==> src/rtl/dpram_tester_pkg.sv <==
// Shared types for the dual-port RAM pattern tester.
package dpram_tester_pkg;

   localparam int unsigned STATE_W = 3;

   // Test sequence: write/read/drain for pass 0, then again for pass 1.
   typedef enum logic [STATE_W-1:0] {
      IDLE = 3'd0,
      W0   = 3'd1,
      R0   = 3'd2,
      D0   = 3'd3,
      W1   = 3'd4,
      R1   = 3'd5,
      D1   = 3'd6,
      FIN  = 3'd7
   } state_t;

   // Pass encoding reported through FIRST_ERR_PASS.
   localparam logic PASS0 = 1'b0;
   localparam logic PASS1 = 1'b1;

endpackage

==> src/rtl/dpram_tester_checker.sv <==
// Read-data checker: expected-data pipeline, compare, saturating error count
// and first-error capture.
module dpram_tester_checker
   import dpram_tester_pkg::*;
#(
   parameter int unsigned DATA_WIDTH = 8,
   parameter int unsigned ADDR_WIDTH = 4,
   parameter int unsigned ERR_WIDTH  = 16
) (
   input  logic                  clk,
   input  logic                  rst,
   input  logic                  clr,
   input  logic                  rd_issue,
   input  logic                  rd_pass,
   input  logic [ADDR_WIDTH-1:0] rd_addr,
   input  logic [DATA_WIDTH-1:0] rd_exp,
   input  logic [DATA_WIDTH-1:0] do_a,
   input  logic                  do_valid_a,
   input  logic [DATA_WIDTH-1:0] do_b,
   input  logic                  do_valid_b,
   output logic [ERR_WIDTH-1:0]  err_count,
   output logic                  first_err_valid,
   output logic [ADDR_WIDTH-1:0] first_err_addr,
   output logic                  first_err_pass
);

   logic                  pend_q;
   logic [DATA_WIDTH-1:0] exp_q;
   logic [ADDR_WIDTH-1:0] addr_q;
   logic                  pass_q;
   logic [DATA_WIDTH-1:0] rd_data_c;
   logic                  rd_valid_c;
   logic                  mismatch_c;

   // Delay the expected word by the RAM read latency; reset drops any read in flight.
   always_ff @(posedge clk or posedge rst) begin
      if (rst) begin
         pend_q <= 1'b0;
         exp_q  <= '0;
         addr_q <= '0;
         pass_q <= PASS0;
      end else begin
         pend_q <= rd_issue & ~clr;
         exp_q  <= rd_exp;
         addr_q <= rd_addr;
         pass_q <= rd_pass;
      end
   end

   // Pass 1 reads on port A, pass 0 on port B; only valid data is compared.
   always_comb begin
      rd_data_c  = do_b;
      rd_valid_c = do_valid_b;
      if (pass_q == PASS1) begin
         rd_data_c  = do_a;
         rd_valid_c = do_valid_a;
      end
      mismatch_c = pend_q & rd_valid_c & (rd_data_c != exp_q);
   end

   // Count mismatches (saturating) and keep the first one of the run.
   always_ff @(posedge clk or posedge rst) begin
      if (rst) begin
         err_count       <= '0;
         first_err_valid <= 1'b0;
         first_err_addr  <= '0;
         first_err_pass  <= PASS0;
      end else if (clr) begin
         err_count       <= '0;
         first_err_valid <= 1'b0;
         first_err_addr  <= '0;
         first_err_pass  <= PASS0;
      end else if (mismatch_c) begin
         if (err_count != {ERR_WIDTH{1'b1}}) begin
            err_count <= err_count + ERR_WIDTH'(1);
         end
         if (!first_err_valid) begin
            first_err_valid <= 1'b1;
            first_err_addr  <= addr_q;
            first_err_pass  <= pass_q;
         end
      end
   end

endmodule

==> src/rtl/dpram_pattern_tester.sv <==
// Dual-port RAM pattern tester: writes seed+i on A, reads on B, writes the
// complement on B, reads on A, and reports mismatches.
module dpram_pattern_tester
   import dpram_tester_pkg::*;
#(
   parameter int unsigned DATA_WIDTH = 8,
   parameter int unsigned ADDR_WIDTH = 4,
   parameter int unsigned ERR_WIDTH  = 16
) (
   input  logic                  CLK,
   input  logic                  RST,
   input  logic                  START,
   input  logic [DATA_WIDTH-1:0] SEED,
   output logic                  BUSY,
   output logic                  DONE,
   output logic [ERR_WIDTH-1:0]  ERR_COUNT,
   output logic                  FIRST_ERR_VALID,
   output logic [ADDR_WIDTH-1:0] FIRST_ERR_ADDR,
   output logic                  FIRST_ERR_PASS,
   output logic [ADDR_WIDTH-1:0] ADDR_A,
   output logic [DATA_WIDTH-1:0] DI_A,
   output logic                  WE_A,
   output logic                  RE_A,
   output logic                  EN_A,
   input  logic [DATA_WIDTH-1:0] DO_A,
   input  logic                  DO_VALID_A,
   output logic [ADDR_WIDTH-1:0] ADDR_B,
   output logic [DATA_WIDTH-1:0] DI_B,
   output logic                  WE_B,
   output logic                  RE_B,
   output logic                  EN_B,
   input  logic [DATA_WIDTH-1:0] DO_B,
   input  logic                  DO_VALID_B
);

   localparam logic [ADDR_WIDTH-1:0] LAST_ADDR = {ADDR_WIDTH{1'b1}};

   state_t                state_q, state_d;
   logic [ADDR_WIDTH-1:0] cnt_q, cnt_d;
   logic [DATA_WIDTH-1:0] seed_q, seed_d;
   logic                  accept;
   logic [DATA_WIDTH-1:0] pat_d;
   logic [ADDR_WIDTH-1:0] addr_a_d, addr_b_d;
   logic [DATA_WIDTH-1:0] di_a_d, di_b_d;
   logic                  we_a_d, re_a_d, en_a_d, we_b_d, re_b_d, en_b_d;
   logic                  busy_d, done_d;
   logic                  rd_issue_c, rd_pass_c;
   logic [ADDR_WIDTH-1:0] rd_addr_c;
   logic [DATA_WIDTH-1:0] rd_pat_c, rd_exp_c;

   // Next state plus the RAM access for the cycle that state will occupy.
   always_comb begin
      state_d  = state_q;
      cnt_d    = cnt_q;
      seed_d   = seed_q;
      accept   = 1'b0;
      addr_a_d = '0;
      addr_b_d = '0;
      di_a_d   = '0;
      di_b_d   = '0;
      we_a_d   = 1'b0;
      re_a_d   = 1'b0;
      en_a_d   = 1'b0;
      we_b_d   = 1'b0;
      re_b_d   = 1'b0;
      en_b_d   = 1'b0;

      case (state_q)
         IDLE, FIN: begin
            if (START) begin
               accept  = 1'b1;
               state_d = W0;
               cnt_d   = '0;
               seed_d  = SEED;
            end
         end
         W0, R0, W1, R1: begin
            cnt_d = cnt_q + ADDR_WIDTH'(1);
            if (cnt_q == LAST_ADDR) begin
               case (state_q)
                  W0:      state_d = R0;
                  R0:      state_d = D0;
                  W1:      state_d = R1;
                  default: state_d = D1;
               endcase
            end
         end
         D0:      state_d = W1;
         D1:      state_d = FIN;
         default: state_d = IDLE;
      endcase

      pat_d = seed_d + DATA_WIDTH'(cnt_d);

      case (state_d)
         W0: begin
            en_a_d   = 1'b1;
            we_a_d   = 1'b1;
            addr_a_d = cnt_d;
            di_a_d   = pat_d;
         end
         R0: begin
            en_b_d   = 1'b1;
            re_b_d   = 1'b1;
            addr_b_d = cnt_d;
         end
         W1: begin
            en_b_d   = 1'b1;
            we_b_d   = 1'b1;
            addr_b_d = cnt_d;
            di_b_d   = ~pat_d;
         end
         R1: begin
            en_a_d   = 1'b1;
            re_a_d   = 1'b1;
            addr_a_d = cnt_d;
         end
         default: ;
      endcase

      busy_d = (state_d != IDLE) && (state_d != FIN);
      done_d = (state_d == FIN);
   end

   // State, counter, seed and all registered outputs.
   always_ff @(posedge CLK or posedge RST) begin
      if (RST) begin
         state_q <= IDLE;
         cnt_q   <= '0;
         seed_q  <= '0;
         ADDR_A  <= '0;
         DI_A    <= '0;
         WE_A    <= 1'b0;
         RE_A    <= 1'b0;
         EN_A    <= 1'b0;
         ADDR_B  <= '0;
         DI_B    <= '0;
         WE_B    <= 1'b0;
         RE_B    <= 1'b0;
         EN_B    <= 1'b0;
         BUSY    <= 1'b0;
         DONE    <= 1'b0;
      end else begin
         state_q <= state_d;
         cnt_q   <= cnt_d;
         seed_q  <= seed_d;
         ADDR_A  <= addr_a_d;
         DI_A    <= di_a_d;
         WE_A    <= we_a_d;
         RE_A    <= re_a_d;
         EN_A    <= en_a_d;
         ADDR_B  <= addr_b_d;
         DI_B    <= di_b_d;
         WE_B    <= we_b_d;
         RE_B    <= re_b_d;
         EN_B    <= en_b_d;
         BUSY    <= busy_d;
         DONE    <= done_d;
      end
   end

   // Expected word for the read currently on the RAM ports.
   always_comb begin
      rd_issue_c = (EN_A & RE_A) | (EN_B & RE_B);
      rd_pass_c  = (EN_A & RE_A) ? PASS1 : PASS0;
      rd_addr_c  = (rd_pass_c == PASS1) ? ADDR_A : ADDR_B;
      rd_pat_c   = seed_q + DATA_WIDTH'(rd_addr_c);
      rd_exp_c   = (rd_pass_c == PASS1) ? ~rd_pat_c : rd_pat_c;
   end

   dpram_tester_checker #(
      .DATA_WIDTH (DATA_WIDTH),
      .ADDR_WIDTH (ADDR_WIDTH),
      .ERR_WIDTH  (ERR_WIDTH)
   ) u_checker (
      .clk             (CLK),
      .rst             (RST),
      .clr             (accept),
      .rd_issue        (rd_issue_c),
      .rd_pass         (rd_pass_c),
      .rd_addr         (rd_addr_c),
      .rd_exp          (rd_exp_c),
      .do_a            (DO_A),
      .do_valid_a      (DO_VALID_A),
      .do_b            (DO_B),
      .do_valid_b      (DO_VALID_B),
      .err_count       (ERR_COUNT),
      .first_err_valid (FIRST_ERR_VALID),
      .first_err_addr  (FIRST_ERR_ADDR),
      .first_err_pass  (FIRST_ERR_PASS)
   );

endmodule

==> config.mk <==
export PLATFORM = sky130hd
export DESIGN_NAME = dpram_pattern_tester
export DESIGN_NICKNAME = d
export VERILOG_FILES = /design/src/rtl/dpram_tester_pkg.sv /design/src/rtl/dpram_tester_checker.sv /design/src/rtl/dpram_pattern_tester.sv
export SDC_FILE = /design/constraint.sdc
export NUM_CORES = 1
export LEC_CHECK = 0
export ABC_AREA = 1
export CAP_MARGIN = 10
export CORE_MARGIN = 4
export CORE_UTILIZATION = 37
export CTS_BUF_LIST = sky130_fd_sc_hd__clkbuf_8 sky130_fd_sc_hd__clkbuf_16
export DETAILED_ROUTE_END_ITERATION = 10
export GPL_ROUTABILITY_DRIVEN = 1
export RECOVER_POWER = 100
export SYNTH_ARGS = -nofsm -noshare
export SYNTH_HDL_FRONTEND = slang
export SYNTH_SLANG_ARGS = --single-unit
==> constraint.sdc <==
create_clock -name CLK -period 3.2 [get_ports CLK]
set_input_delay 0.64 -clock CLK [delete_from_list [all_inputs] [get_ports CLK]]
set_output_delay 0.64 -clock CLK [all_outputs]
set_load 0.01 [all_outputs]
==> load_flow_metrics.sql, run 1 <==
INSERT INTO impl_metrics (metric_group, metric, value, unit) VALUES
('outcome', 'run_status', 'finished with violations', ''),
('outcome', 'failed_checks', 'max-capacitance violations, max-slew violations', ''),
('synthesis', 'synth-compound-area-share', '4.719', '%'),
('drt', 'route.detailed.vias_per_inst', '4.692', ''),
('die', 'initial_utilization', '37.85', '%'),
('synthesis', 'ys.warnings.count', '0', ''),
('cells_and_area', 'utilization', '48.40', '%'),
('placement', 'routability_cong', '0.8733', ''),
('pwr', 'portion_of_total_power_attributed_to_combinational_logic', '47.9', '%'),
('timing', 'clock.fmax', '0.3588', 'GHz'),
('cells_and_area', 'layoutNonFillerInstCount', '756', ''),
('die', 'die_outline_area', '13470', 'um2'),
('timing', 'number_of_max_slew_violations_in_the_final_report', '84', ''),
('drt', 'drc', '0', ''),
('cells_and_area', 'final_net_count', '651', ''),
('synthesis', 'ys_async_sr_fraction', '100.0', '%'),
('clock_tree', 'numCtsBuffers', '9', ''),
('drt', 'first_iter_violations', '168', ''),
('cells_and_area', 'layout.filler_cells', '1126', ''),
('worst_setup_path', 'crit-reg2reg-capture', 'DI_A[7]$_DFF_PP0_', ''),
('timing', 'report.final.hold_viol_count', '0', ''),
('pwr', 'power_frac_seq', '32.3', '%'),
('pwr', 'intPower', '2.884', 'mW'),
('clock_tree', 'clock_tree_from_tritoncts', 'yes', ''),
('run', 'max-cap-violations', '1', ''),
('clock_tree', 'clock_latency', '0.33', 'ns'),
('clock_tree', 'h-tree-depth', '3', ''),
('drt', 'drt_pre_antenna_iters', '4', ''),
('pwr', 'leak', '2.958', 'nW'),
('worst_setup_path', 'critical_path_arrival', '2.99', 'ns'),
('clock_tree', 'post_cts_buffers', '0', ''),
('worst_setup_path', 'cell_type_with_the_highest_occurrence_count_on_the_critical_path', 'sky130_fd_sc_hd__nand2_1', ''),
('synthesis', 'yosysTopAreaCell', 'sky130_fd_sc_hd__dfrtp_1', ''),
('synthesis', 'ys_dominant_reg_cell', 'sky130_fd_sc_hd__dfrtp_1', ''),
('pwr', 'power_frac_clock', '19.8', '%'),
('clock_tree', 'cts_hold_repair.buffers', '0', ''),
('timing', 'setup-violations-final', '0', ''),
('cells_and_area', 'final_design_area_no_fill', '5527', 'um2'),
('pwr', 'power.net_switching', '2.006', 'mW'),
('synthesis', 'synth_nets', '561', ''),
('placement', 'placed_cells_incl_taps', '742', ''),
('synthesis', 'synth.cells.most_frequent', '156 x sky130_fd_sc_hd__nand2_1, 83 x sky130_fd_sc_hd__dfrtp_1, 57 x sky130_fd_sc_hd__inv_1, 57 x sky130_fd_sc_hd__nor2_1, 40 x sky130_fd_sc_hd__nand3_1', ''),
('clock_tree', 'clk_pin_slew', '0.06', 'ns'),
('worst_setup_path', 'data_required_time_at_the_worst_endpoint', '3.40', 'ns'),
('pwr', 'swShare', '41.02', '%'),
('clock_tree', 'cts_sinks', '83', ''),
('die', 'ioPinCount', '83', ''),
('cells_and_area', 'antennaDiodeCount', '0', ''),
('timing', 'fin_worst_skew', '0.007511', 'ns'),
('global_routing', 'vias_in_the_first_global_route', '3464', ''),
('timing', 'final_period_minus_worst_setup_slack', '2.787', 'ns'),
('worst_setup_path', 'worstSetupEndpointType', 'flop', ''),
('drt', 'finalWirelength', '9982', 'um'),
('cells_and_area', 'area_delta_synth_final', '27.88', '%'),
('synthesis', 'synth_enable_flop_cells', '0', ''),
('timing', 'unrepaired_setup_endpoints_after_global_routing', 'no', ''),
('worst_setup_path', 'critical_path.max_fanout', '21', ''),
('synthesis', 'synth_most_common_cell', 'sky130_fd_sc_hd__nand2_1', ''),
('pwr', 'power.ir.vdd_worst', '609.3', 'uV'),
('global_routing', 'grt_use_total', '15.77', '%'),
('die', 'fp.dieH', '116.1', 'um'),
('worst_setup_path', 'worst_r2r_path_depth', '11', ''),
('die', 'core_area', '11420', 'um2'),
('clock_tree', 'post_cts_resized', '0', ''),
('synthesis', 'synth.top_cell.area_share', '48.06', '%'),
('placement', 'place.detailed.hpwl', '7423', 'um'),
('timing', 'hold_ws', '0.4888', 'ns'),
('synthesis', 'postSynthCellCount', '520', ''),
('synthesis', 'synth-adder-area-share', '3.822', '%'),
('worst_setup_path', 'critical_path.reg2reg.startpoint', 'state_q[1]$_DFF_PP0_', ''),
('clock_tree', 'cts.root.buffer_cell', 'sky130_fd_sc_hd__clkbuf_16', '');
[worst min-delay path by stage]
stage | startpoint | to | slack [ns] | cells past startpoint
4_1_cts | u_checker.first_err_pass$_DFFE_PP0P_ | u_checker.first_err_pass$_DFFE_PP0P_ | 0.50 | 2
3_3_place_gp | u_checker.first_err_pass$_DFFE_PP0P_ | u_checker.first_err_pass$_DFFE_PP0P_ | 0.49 | 2
3_5_place_dp | u_checker.first_err_addr[2]$_DFFE_PP0P_ | u_checker.first_err_addr[2]$_DFFE_PP0P_ | 0.49 | 2
6_report | u_checker.first_err_addr[2]$_DFFE_PP0P_ | u_checker.first_err_addr[2]$_DFFE_PP0P_ | 0.49 | 2
5_1_grt | u_checker.first_err_pass$_DFFE_PP0P_ | u_checker.first_err_pass$_DFFE_PP0P_ | 0.52 | 2
2_1_floorplan | seed_q[0]$_DFF_PP0_ | seed_q[0]$_DFF_PP0_ | 0.48 | 2
[cell families (layout without fill, tap and decap cells)]
| kind of cell | after synthesis | in the layout |
|---|---|---|
| AOI/OAI and AO/OA | 34 | 34 |
| buffers and inverters | 74 | 167 |
| muxes | 2 | 2 |
| DFF | 83 | 83 |
| adders and majority gates | 12 | 12 |
| and+or+nand+nor | 285 | 285 |
| xor gates and xnor gates | 30 | 30 |
[registers in the layout, indices dropped and copies added (netlist names), 3 cells and up]
signal                    cells
ADDR_B                        4
seed_q                        8
u_checker.addr_q              4
u_checker.err_count          16
u_checker.first_err_addr      4
DI_B                          8
ADDR_A                        4
u_checker.exp_q               8
state_q                       3
cnt_q                         4
DI_A                          8
[area by class of cell]
class                      instances  area [um2]  area share, %
sequential                        83        2077          37.58
multi-input combinational        363        1889          34.19
timing repair buffer              91       870.8          15.76
inverter                          62       235.2          4.256
clock buffer                       9       225.2          4.075
tap                              143       178.9          3.237
clock inverter                     5       50.05         0.9056
[cell usage in the layout, fill, tap and decap left out, types with 2 or more instances in the layout]
cell / instances
sky130_fd_sc_hd__nand3b_1: 5
sky130_fd_sc_hd__fa_1: 2
sky130_fd_sc_hd__mux2i_1: 2
sky130_fd_sc_hd__dlygate4sd3_1: 55
sky130_fd_sc_hd__clkdlybuf4s50_1: 27
sky130_fd_sc_hd__nand2_2: 3
sky130_fd_sc_hd__nand2_4: 2
sky130_fd_sc_hd__o21ai_0: 12
sky130_fd_sc_hd__nor3_1: 5
sky130_fd_sc_hd__xnor2_1: 10
sky130_fd_sc_hd__clkinvlp_2: 2
sky130_fd_sc_hd__clkbuf_16: 9
sky130_fd_sc_hd__inv_1: 59
sky130_fd_sc_hd__buf_4: 4
sky130_fd_sc_hd__nor2_4: 2
sky130_fd_sc_hd__inv_2: 3
sky130_fd_sc_hd__nor2_1: 59
sky130_fd_sc_hd__clkbuf_1: 4
sky130_fd_sc_hd__nand2_1: 159
sky130_fd_sc_hd__ha_1: 10
sky130_fd_sc_hd__xor2_1: 20
sky130_fd_sc_hd__nand3_2: 2
sky130_fd_sc_hd__o21ai_1: 2
sky130_fd_sc_hd__nand3_1: 41
sky130_fd_sc_hd__dfrtp_1: 83
sky130_fd_sc_hd__a21oi_1: 15
[power groups by stage]
stage,clock [mW],sequential (mW),combinational (mW)
after floorplan,0,1.61,1.67
after global placement,0,1.60,2.45
after detailed placement,0,1.61,2.51
after CTS,1.00,1.59,2.52
after global routing,1.05,1.62,2.68
final,0.967,1.58,2.34
[critical path: cells and delay by family]
family                 cells  cell delay (ns)
AND/OR/NAND/NOR            5             0.60
AO/OA/AOI/OAI              1             0.17
buffers and inverters      3             1.55
[routing by layer]
layer / GRT usage (%) / vias to the layer above / share of wire, %
met3: 4.021 / 14 / 4.5
met5: 0 / - / 0
met4: 4.176 / 0 / 1.5
li1: - / 1795 / -
met1: 20.04 / 1671 / 44
met2: 26.81 / 67 / 50
[metrics by stage]
stage          power [mW]  worst slack [ns]
3_5_place_dp        4.118            0.2046
4_1_cts             5.116            0.5596
5_1_grt             5.348            0.1469
2_1_floorplan       3.281            0.4232
6_report            4.890            0.4130
3_3_place_gp        4.050            0.2681
Note: power is estimated with default switching activity, not from simulation.
==> run 2: changes to the inputs <==
--- a/config.mk
+++ b/config.mk
@@ -8,7 +8,7 @@
 export ABC_AREA = 1
 export CAP_MARGIN = 10
 export CORE_MARGIN = 4
-export CORE_UTILIZATION = 37
+export CORE_UTILIZATION = 40
 export CTS_BUF_LIST = sky130_fd_sc_hd__clkbuf_8 sky130_fd_sc_hd__clkbuf_16
 export DETAILED_ROUTE_END_ITERATION = 10
 export GPL_ROUTABILITY_DRIVEN = 1
==> load_flow_metrics.sql, run 2 (same netlist as run 1, synthesis figures left out) <==
INSERT INTO impl_metrics (metric_group, metric, value, unit) VALUES
('worst_setup_path', 'worstSetupEndpointType', 'flop', ''),
('drt', 'first_iter_violations', '128', ''),
('die', 'die_outline_area', '12530', 'um2'),
('placement', 'dp_slack', '0.2162', 'ns'),
('placement', 'routability_cong', '0.8460', ''),
('min_path', 'hold_path_class', 'reg -> reg', ''),
('drt', 'route.antenna.remaining_nets', '0', ''),
('cells_and_area', 'largest-register', 'u_checker.err_count', ''),
('clock_tree', 'cts_hold_repair.buffers', '0', ''),
('clock_tree', 'clockBufferDepth', '2', ''),
('worst_setup_path', 'worst_r2r_path_depth', '9', ''),
('worst_setup_path', 'critical_path.slowest_cell', 'sky130_fd_sc_hd__clkbuf_1', ''),
('worst_setup_path', 'critical_path.reg2reg.startpoint', 'state_q[1]$_DFF_PP0_', ''),
('cells_and_area', 'final_net_count', '651', ''),
('drt', 'drt_pre_antenna_iters', '5', ''),
('timing', 'report.final.hold_viol_count', '0', ''),
('die', 'core_area', '10420', 'um2'),
('placement', 'place.detailed.hpwl', '7316', 'um'),
('global_routing', 'global_route.overflow_total', '0', ''),
('cells_and_area', 'layout-drive-gt1-share', '6.667', '%'),
('worst_setup_path', 'data_required_time_at_the_worst_endpoint', '3.43', 'ns'),
('cells_and_area', 'mostFrequentLayoutCells', '159 x sky130_fd_sc_hd__nand2_1, 83 x sky130_fd_sc_hd__dfrtp_1, 58 x sky130_fd_sc_hd__nor2_1', ''),
('timing', 'number_of_max_slew_violations_in_the_final_report', '36', ''),
('timing', 'period_share', '88.75', '%'),
('run', 'max-cap-violations', '1', ''),
('worst_setup_path', 'critical_path.max_fanout', '21', ''),
('min_path', 'worst_hold_startpoint', 'u_checker.first_err_addr[0]$_DFFE_PP0P_', ''),
('worst_setup_path', 'critical_path_s_top_delay_family', 'buffers and inverters', ''),
('global_routing', 'vias_in_the_first_global_route', '3502', ''),
('clock_tree', 'numCtsBuffers', '9', ''),
('worst_setup_path', 'reg2reg_slack', '0.50', 'ns'),
('min_path', 'timing.hold.worst_endpoint', 'u_checker.first_err_addr[0]$_DFFE_PP0P_', ''),
('timing', 'setup-violations-final', '0', ''),
('timing', 'post-route-worst-setup-slack', '0.3600', 'ns'),
('timing', 'fin_worst_skew', '0.01081', 'ns'),
('cells_and_area', 'utilization', '52.24', '%'),
('timing', 'worst-slew-pin-transition', '1.607', 'ns'),
('timing', 'slew-limit-headroom', '-7.704', '%'),
('clock_tree', 'cts.root.buffer_cell', 'sky130_fd_sc_hd__clkbuf_8', ''),
('clock_tree', 'post_cts_buffers', '0', ''),
('worst_setup_path', 'list_of_cells_traversed_by_the_critical_path', 'dlygate4sd3_1 -> nand2_8 -> clkinvlp_2 -> clkbuf_1 -> o21ai_0 -> xnor2_1 -> nor2_1', ''),
('drt', 'detailroute.via_count', '3564', ''),
('worst_setup_path', 'crit-reg2reg-capture', 'DI_A[6]$_DFF_PP0_', ''),
('pwr', 'power.ir.vdd_worst', '481.5', 'uV'),
('outcome', 'run_status', 'finished with violations', ''),
('clock_tree', 'clock_tree_from_tritoncts', 'yes', ''),
('clock_tree', 'h-tree-depth', '3', ''),
('timing', 'unrepaired_setup_endpoints_after_global_routing', 'no', ''),
('drt', 'drc', '0', ''),
('cells_and_area', 'layout_commonest_cell', 'sky130_fd_sc_hd__nand2_1', ''),
('outcome', 'failed_checks', 'max-capacitance violations, max-slew violations', ''),
('die', 'ioPinCount', '83', ''),
('timing', 'hold_ws', '0.5020', 'ns'),
('clock_tree', 'clk_pin_slew', '0.08', 'ns'),
('pwr', 'power.density', '853.6', 'nW/um2'),
('global_routing', 'grt_first_pass_wirelength', '16700', 'um'),
('pwr', 'finalPower', '4.645', 'mW'),
('global_routing', 'maximum_number_of_pins_on_one_net_before_global_route_repair', '49', ''),
('worst_setup_path', 'crit_path_start_kind', 'primary input', ''),
('die', 'width_of_the_die', '111.9', 'um'),
('die', 'fp.dieH', '111.9', 'um'),
('global_routing', 'grt_use_total', '16.38', '%'),
('global_routing', 'number_of_antenna_violations_at_the_first_check_in_global_routing', '0', ''),
('cells_and_area', 'largest_register_ff_count', '16', ''),
('cells_and_area', 'area_delta_synth_final', '25.91', '%'),
('drt', 'route.detailed.vias_per_inst', '4.746', ''),
('pwr', 'leak', '2.919', 'nW'),
('worst_setup_path', 'critPathBufInv', '3', ''),
('clock_tree', 'post_cts_resized', '0', ''),
('timing', 'final_period_minus_worst_setup_slack', '2.840', 'ns'),
('drt', 'route.detailed.wl_per_inst', '12.93', 'um'),
('drt', 'finalWirelength', '9707', 'um'),
('die', 'placementRows', '37', ''),
('clock_tree', 'clock_latency', '0.35', 'ns'),
('die', 'initial_utilization', '41.49', '%'),
('min_path', 'hold_path_depth', '2', ''),
('worst_setup_path', 'timing.critical_path.slowest_cell_delay', '0.75', 'ns'),
('timing', 'fin_setup_tns', '0', 'ns'),
('clock_tree', 'cts_sinks', '83', ''),
('worst_setup_path', 'timing_worst_setup_path_type', 'in -> reg', ''),
('cells_and_area', 'antennaDiodeCount', '0', ''),
('timing', 'clock.fmax', '0.3521', 'GHz'),
('worst_setup_path', 'critical_path_arrival', '3.07', 'ns'),
('placement', 'io_buffer_count', '82', '');
## run 2: cell count changes in the layout (fill, tap and decap cells not counted), moves of 2 or more
cell,before,now
sky130_fd_sc_hd__clkbuf_16,9,0
sky130_fd_sc_hd__clkbuf_8,0,9
sky130_fd_sc_hd__clkinv_2,0,2
sky130_fd_sc_hd__inv_1,59,57
## run 2: per-layer routing
metal	global-route usage, %	part of all wire (%)	up-vias
met5	0	0	-
met4	5.609	2.4	0
met3	5.163	5.3	21
met2	28.38	50	81
met1	19.23	42	1665
li1	-	-	1797
## run 2: worst register-to-register path, cell delays in order, from the launching register on
cell and delay (ns):
sky130_fd_sc_hd__dfrtp_1 0.45, sky130_fd_sc_hd__inv_2 0.12, sky130_fd_sc_hd__nand3b_4 0.11, sky130_fd_sc_hd__nand2_4 0.13, sky130_fd_sc_hd__nand2_8 0.08, sky130_fd_sc_hd__clkinvlp_2 0.10
sky130_fd_sc_hd__clkbuf_1 0.75, sky130_fd_sc_hd__o21ai_0 0.49, sky130_fd_sc_hd__xnor2_1 0.28, sky130_fd_sc_hd__nor2_1 0.06
## run 2: report_power, final
part	leakage [nW]	total (mW)	internal (mW)	switching (mW)
Combinational	1.73	2.33	0.911	1.42
Sequential	1.09	1.57	1.38	0.197
Clock	0.101	0.742	0.359	0.383
Total	2.92	4.64	2.65	2.00
## run 2: worst max path at each step
stage	startpoint	endpoint	slack [ns]	depth (start not counted)
3_5_place_dp	START	DI_B[7]$_DFF_PP0_	0.22	15
6_report	START	DI_A[6]$_DFF_PP0_	0.36	7
4_1_cts	START	DI_B[7]$_DFF_PP0_	0.60	15
2_1_floorplan	RST	ADDR_A[0]$_DFF_PP0_	0.42	1
5_1_grt	START	DI_B[7]$_DFF_PP0_	0.18	15
3_3_place_gp	START	DI_A[7]$_DFF_PP0_	0.28	16
## run 2: cell type report
type | instances | area, um2
tap | 136 | 170.2
clock inverter | 7 | 68.82
timing repair buffer | 91 | 885.9
fill | 983 | 4975
inverter | 62 | 235.2
multi-input combinational | 363 | 1881
clock buffer | 9 | 123.9
sequential | 83 | 2077
## run 2: per-stage QoR
stage | cells | instance area, um2
2_1_floorplan | 520 | 4322
3_3_place_gp | 735 | 5311
3_5_place_dp | 735 | 5311
4_1_cts | 751 | 5504
5_1_grt | 751 | 5441
6_report | 751 | 5441
==> run 3: changes to the inputs <==
--- a/config.mk
+++ b/config.mk
@@ -5,7 +5,6 @@
 export SDC_FILE = /design/constraint.sdc
 export NUM_CORES = 1
 export LEC_CHECK = 0
-export ABC_AREA = 1
 export CAP_MARGIN = 10
 export CORE_MARGIN = 4
 export CORE_UTILIZATION = 40
==> load_flow_metrics.sql, run 3 <==
INSERT INTO impl_metrics (metric_group, metric, value, unit) VALUES
('clock_tree', 'clockBufferDepth', '2', ''),
('cells_and_area', 'largest_register_ff_count', '16', ''),
('clock_tree', 'numCtsBuffers', '9', ''),
('drt', 'drt_pre_antenna_iters', '4', ''),
('cells_and_area', 'mostFrequentLayoutCells', '83 x sky130_fd_sc_hd__dfrtp_1, 56 x sky130_fd_sc_hd__dlygate4sd3_1, 46 x sky130_fd_sc_hd__nand2_1', ''),
('synthesis', 'synth_nets', '426', ''),
('synthesis', 'synth.cells.most_frequent', '83 x sky130_fd_sc_hd__dfrtp_1, 46 x sky130_fd_sc_hd__nand2_1, 34 x sky130_fd_sc_hd__nor2_1', ''),
('timing', 'fin_worst_skew', '0.01681', 'ns'),
('timing', 'fin_setup_tns', '0', 'ns'),
('synthesis', 'ys.warnings.count', '0', ''),
('global_routing', 'grt_use_total', '17.68', '%'),
('worst_setup_path', 'data_required_time_at_the_worst_endpoint', '3.45', 'ns'),
('drt', 'drc', '0', ''),
('pwr', 'leak', '2.639', 'nW'),
('die', 'die_outline_area', '11750', 'um2'),
('drt', 'first_iter_violations', '125', ''),
('clock_tree', 'clk_pin_slew', '0.08', 'ns'),
('timing', 'setup-violations-final', '0', ''),
('timing', 'worst-slew-pin-transition', '1.444', 'ns'),
('placement', 'dp_slack', '0.07496', 'ns'),
('timing', 'clock.fmax', '0.3480', 'GHz'),
('outcome', 'run_status', 'finished, final reports clean', ''),
('timing', 'period_share', '89.80', '%'),
('worst_setup_path', 'crit-reg2reg-capture', 'DI_B[6]$_DFF_PP0_', ''),
('clock_tree', 'cts_sinks', '83', ''),
('pwr', 'power.density', '944.3', 'nW/um2'),
('synthesis', 'number_of_flip_flops_and_latches_in_the_synthesized_netlist', '83', ''),
('cells_and_area', 'final_net_count', '524', ''),
('placement', 'io_buffer_count', '82', ''),
('clock_tree', 'cts.root.buffer_cell', 'sky130_fd_sc_hd__clkbuf_8', ''),
('run', 'max-cap-violations', '0', ''),
('worst_setup_path', 'worstSetupEndpointType', 'flop', ''),
('timing', 'final_period_minus_worst_setup_slack', '2.874', 'ns'),
('die', 'fp.dieH', '108.4', 'um'),
('die', 'ioPinCount', '83', ''),
('worst_setup_path', 'timing_worst_setup_path_type', 'in -> reg', ''),
('synthesis', 'synth_cell_type_count', '43', ''),
('cells_and_area', 'antennaDiodeCount', '0', ''),
('drt', 'route.antenna.remaining_nets', '0', ''),
('drt', 'route.detailed.vias_per_inst', '5.076', ''),
('cells_and_area', 'largest-register', 'u_checker.err_count', ''),
('clock_tree', 'post_cts_resized', '0', ''),
('clock_tree', 'clock_latency', '0.36', 'ns'),
('synthesis', 'synth_enable_flop_cells', '0', ''),
('synthesis', 'ys_async_sr_fraction', '100.0', '%'),
('clock_tree', 'h-tree-depth', '3', ''),
('drt', 'detailroute.via_count', '3142', ''),
('timing', 'report.final.hold_viol_count', '0', ''),
('synthesis', 'postSynthCellCount', '385', ''),
('cells_and_area', 'utilization', '53.58', '%'),
('clock_tree', 'clock_tree_from_tritoncts', 'yes', ''),
('cells_and_area', 'layout-drive-gt1-share', '7.407', '%'),
('die', 'initial_utilization', '41.23', '%'),
('worst_setup_path', 'critical_path.reg2reg.startpoint', 'state_q[2]$_DFF_PP0_', ''),
('timing', 'slew-limit-headroom', '3.228', '%'),
('worst_setup_path', 'crit_path_start_kind', 'primary input', ''),
('timing', 'number_of_max_slew_violations_in_the_final_report', '0', ''),
('synthesis', 'ys_dominant_reg_cell', 'sky130_fd_sc_hd__dfrtp_1', ''),
('min_path', 'hold_path_class', 'reg -> reg', ''),
('global_routing', 'grt_first_pass_wirelength', '16100', 'um'),
('placement', 'place.detailed.hpwl', '7087', 'um'),
('synthesis', 'seq_area_frac_synth', '51.54', '%'),
('global_routing', 'global_route.overflow_total', '0', ''),
('synthesis', 'synth_most_common_cell', 'sky130_fd_sc_hd__dfrtp_1', ''),
('worst_setup_path', 'critical_path_arrival', '3.12', 'ns'),
('cells_and_area', 'layout_commonest_cell', 'sky130_fd_sc_hd__dfrtp_1', ''),
('synthesis', 'yosysTopAreaCell', 'sky130_fd_sc_hd__dfrtp_1', ''),
('synthesis', 'netlist_top_cells_area', 'sky130_fd_sc_hd__dfrtp_1 52%, sky130_fd_sc_hd__xnor2_1 4.6%, sky130_fd_sc_hd__nand2_1 4.3%', ''),
('synthesis', 'synth.avg_cell_area', '10.47', 'um2'),
('global_routing', 'maximum_number_of_pins_on_one_net_before_global_route_repair', '39', ''),
('worst_setup_path', 'critical_path.startpoint', 'START', ''),
('die', 'placementRows', '36', ''),
('global_routing', 'vias_in_the_first_global_route', '3241', ''),
('drt', 'finalWirelength', '9593', 'um'),
('worst_setup_path', 'critical_path.max_fanout', '5', ''),
('synthesis', 'synth.top_cell.area_share', '51.54', '%'),
('timing', 'post-route-worst-setup-slack', '0.3264', 'ns'),
('die', 'width_of_the_die', '108.4', 'um'),
('worst_setup_path', 'setup.worst_path.end', 'DI_B[6]$_DFF_PP0_', ''),
('placement', 'routability_cong', '0.8004', ''),
('clock_tree', 'post_cts_buffers', '0', ''),
('synthesis', 'syn_area', '4030', 'um2'),
('global_routing', 'number_of_antenna_violations_at_the_first_check_in_global_routing', '0', ''),
('drt', 'route.detailed.wl_per_inst', '15.50', 'um'),
('clock_tree', 'cts_hold_repair.buffers', '0', ''),
('die', 'core_area', '9774', 'um2'),
('worst_setup_path', 'worst_r2r_path_depth', '14', ''),
('cells_and_area', 'layout.filler_cells', '897', ''),
('timing', 'unrepaired_setup_endpoints_after_global_routing', 'no', ''),
('pwr', 'power.ir.vdd_worst', '610.8', 'uV'),
('cells_and_area', 'area_delta_synth_final', '29.96', '%'),
('worst_setup_path', 'reg2reg_slack', '0.45', 'ns');
[run 3: critical path: stages]
cell	delay, ns
sky130_fd_sc_hd__dlygate4sd3_1	0.60
sky130_fd_sc_hd__inv_1	0.07
sky130_fd_sc_hd__nor2_1	0.19
sky130_fd_sc_hd__clkbuf_1	0.22
sky130_fd_sc_hd__nand2_1	0.08
sky130_fd_sc_hd__nand2_1	0.10
sky130_fd_sc_hd__inv_1	0.07
sky130_fd_sc_hd__fa_1	0.40
sky130_fd_sc_hd__nor2b_1	0.11
sky130_fd_sc_hd__o21ai_0	0.07
sky130_fd_sc_hd__nand2b_1	0.12
sky130_fd_sc_hd__nand3_1	0.11
sky130_fd_sc_hd__xor2_1	0.16
sky130_fd_sc_hd__and2_0	0.16
[run 3: how the worst min path moves through the flow]
stage                                   from                                 endpoint  slack [ns]  cells past startpoint
6_report       u_checker.addr_q[3]$_DFF_PP0_  u_checker.first_err_addr[3]$_DFFE_PP0P_        0.50                      1
5_1_grt        u_checker.addr_q[3]$_DFF_PP0_  u_checker.first_err_addr[3]$_DFFE_PP0P_        0.53                      1
4_1_cts        u_checker.addr_q[3]$_DFF_PP0_  u_checker.first_err_addr[3]$_DFFE_PP0P_        0.50                      1
3_5_place_dp   u_checker.addr_q[3]$_DFF_PP0_  u_checker.first_err_addr[3]$_DFFE_PP0P_        0.49                      1
3_3_place_gp   u_checker.addr_q[1]$_DFF_PP0_  u_checker.first_err_addr[1]$_DFFE_PP0P_        0.48                      1
2_1_floorplan            seed_q[0]$_DFF_PP0_                      seed_q[0]$_DFF_PP0_        0.48                      2
[run 3: per-stage QoR]
stage / cell area (um2) / hold slack, ns / power, mW / instances
3_5_place_dp: 5107 / 0.4851 / 4.396 / 605
5_1_grt: 5238 / 0.5322 / 5.383 / 619
2_1_floorplan: 4030 / 0.4752 / 3.364 / 385
3_3_place_gp: 5107 / 0.4805 / 4.379 / 605
4_1_cts: 5289 / 0.5028 / 5.153 / 619
6_report: 5238 / 0.4992 / 4.946 / 619
[run 3: layout make-up]
type,count,area (um2),area share (%)
clock buffers,10,137.6,2.628
clock inverters,4,43.79,0.8361
inverters,21,80.08,1.529
multi-input cells,265,1782,34.02
flip-flops and latches,83,2077,39.66
well taps,133,166.4,3.177
repair buffers,103,950.9,18.16
[run 3: metal layers]
metal / vias up / GRT usage [%] / part of all wire, %
li1: 1512 / - / -
met5: - / 0 / 0
met3: 14 / 4.836 / 6.8
met1: 1531 / 23.16 / 45
met2: 85 / 28.37 / 47
met4: 0 / 6.041 / 1.6
[run 3: report_power, final]
group	internal [mW]	switching [mW]	leakage, nW
registers	1.44	0.255	1.07
clock network	0.368	0.362	0.0992
logic	1.21	1.31	1.47
total	3.02	1.93	2.64
[run 3: kinds of logic after synthesis]
family	synth area share, %
buf+inv	3.974
compound gates	10.74
xor+xnor	6.520
fa+ha+maj	4.098
mux	6.737
flops	51.54
simple gates	16.39
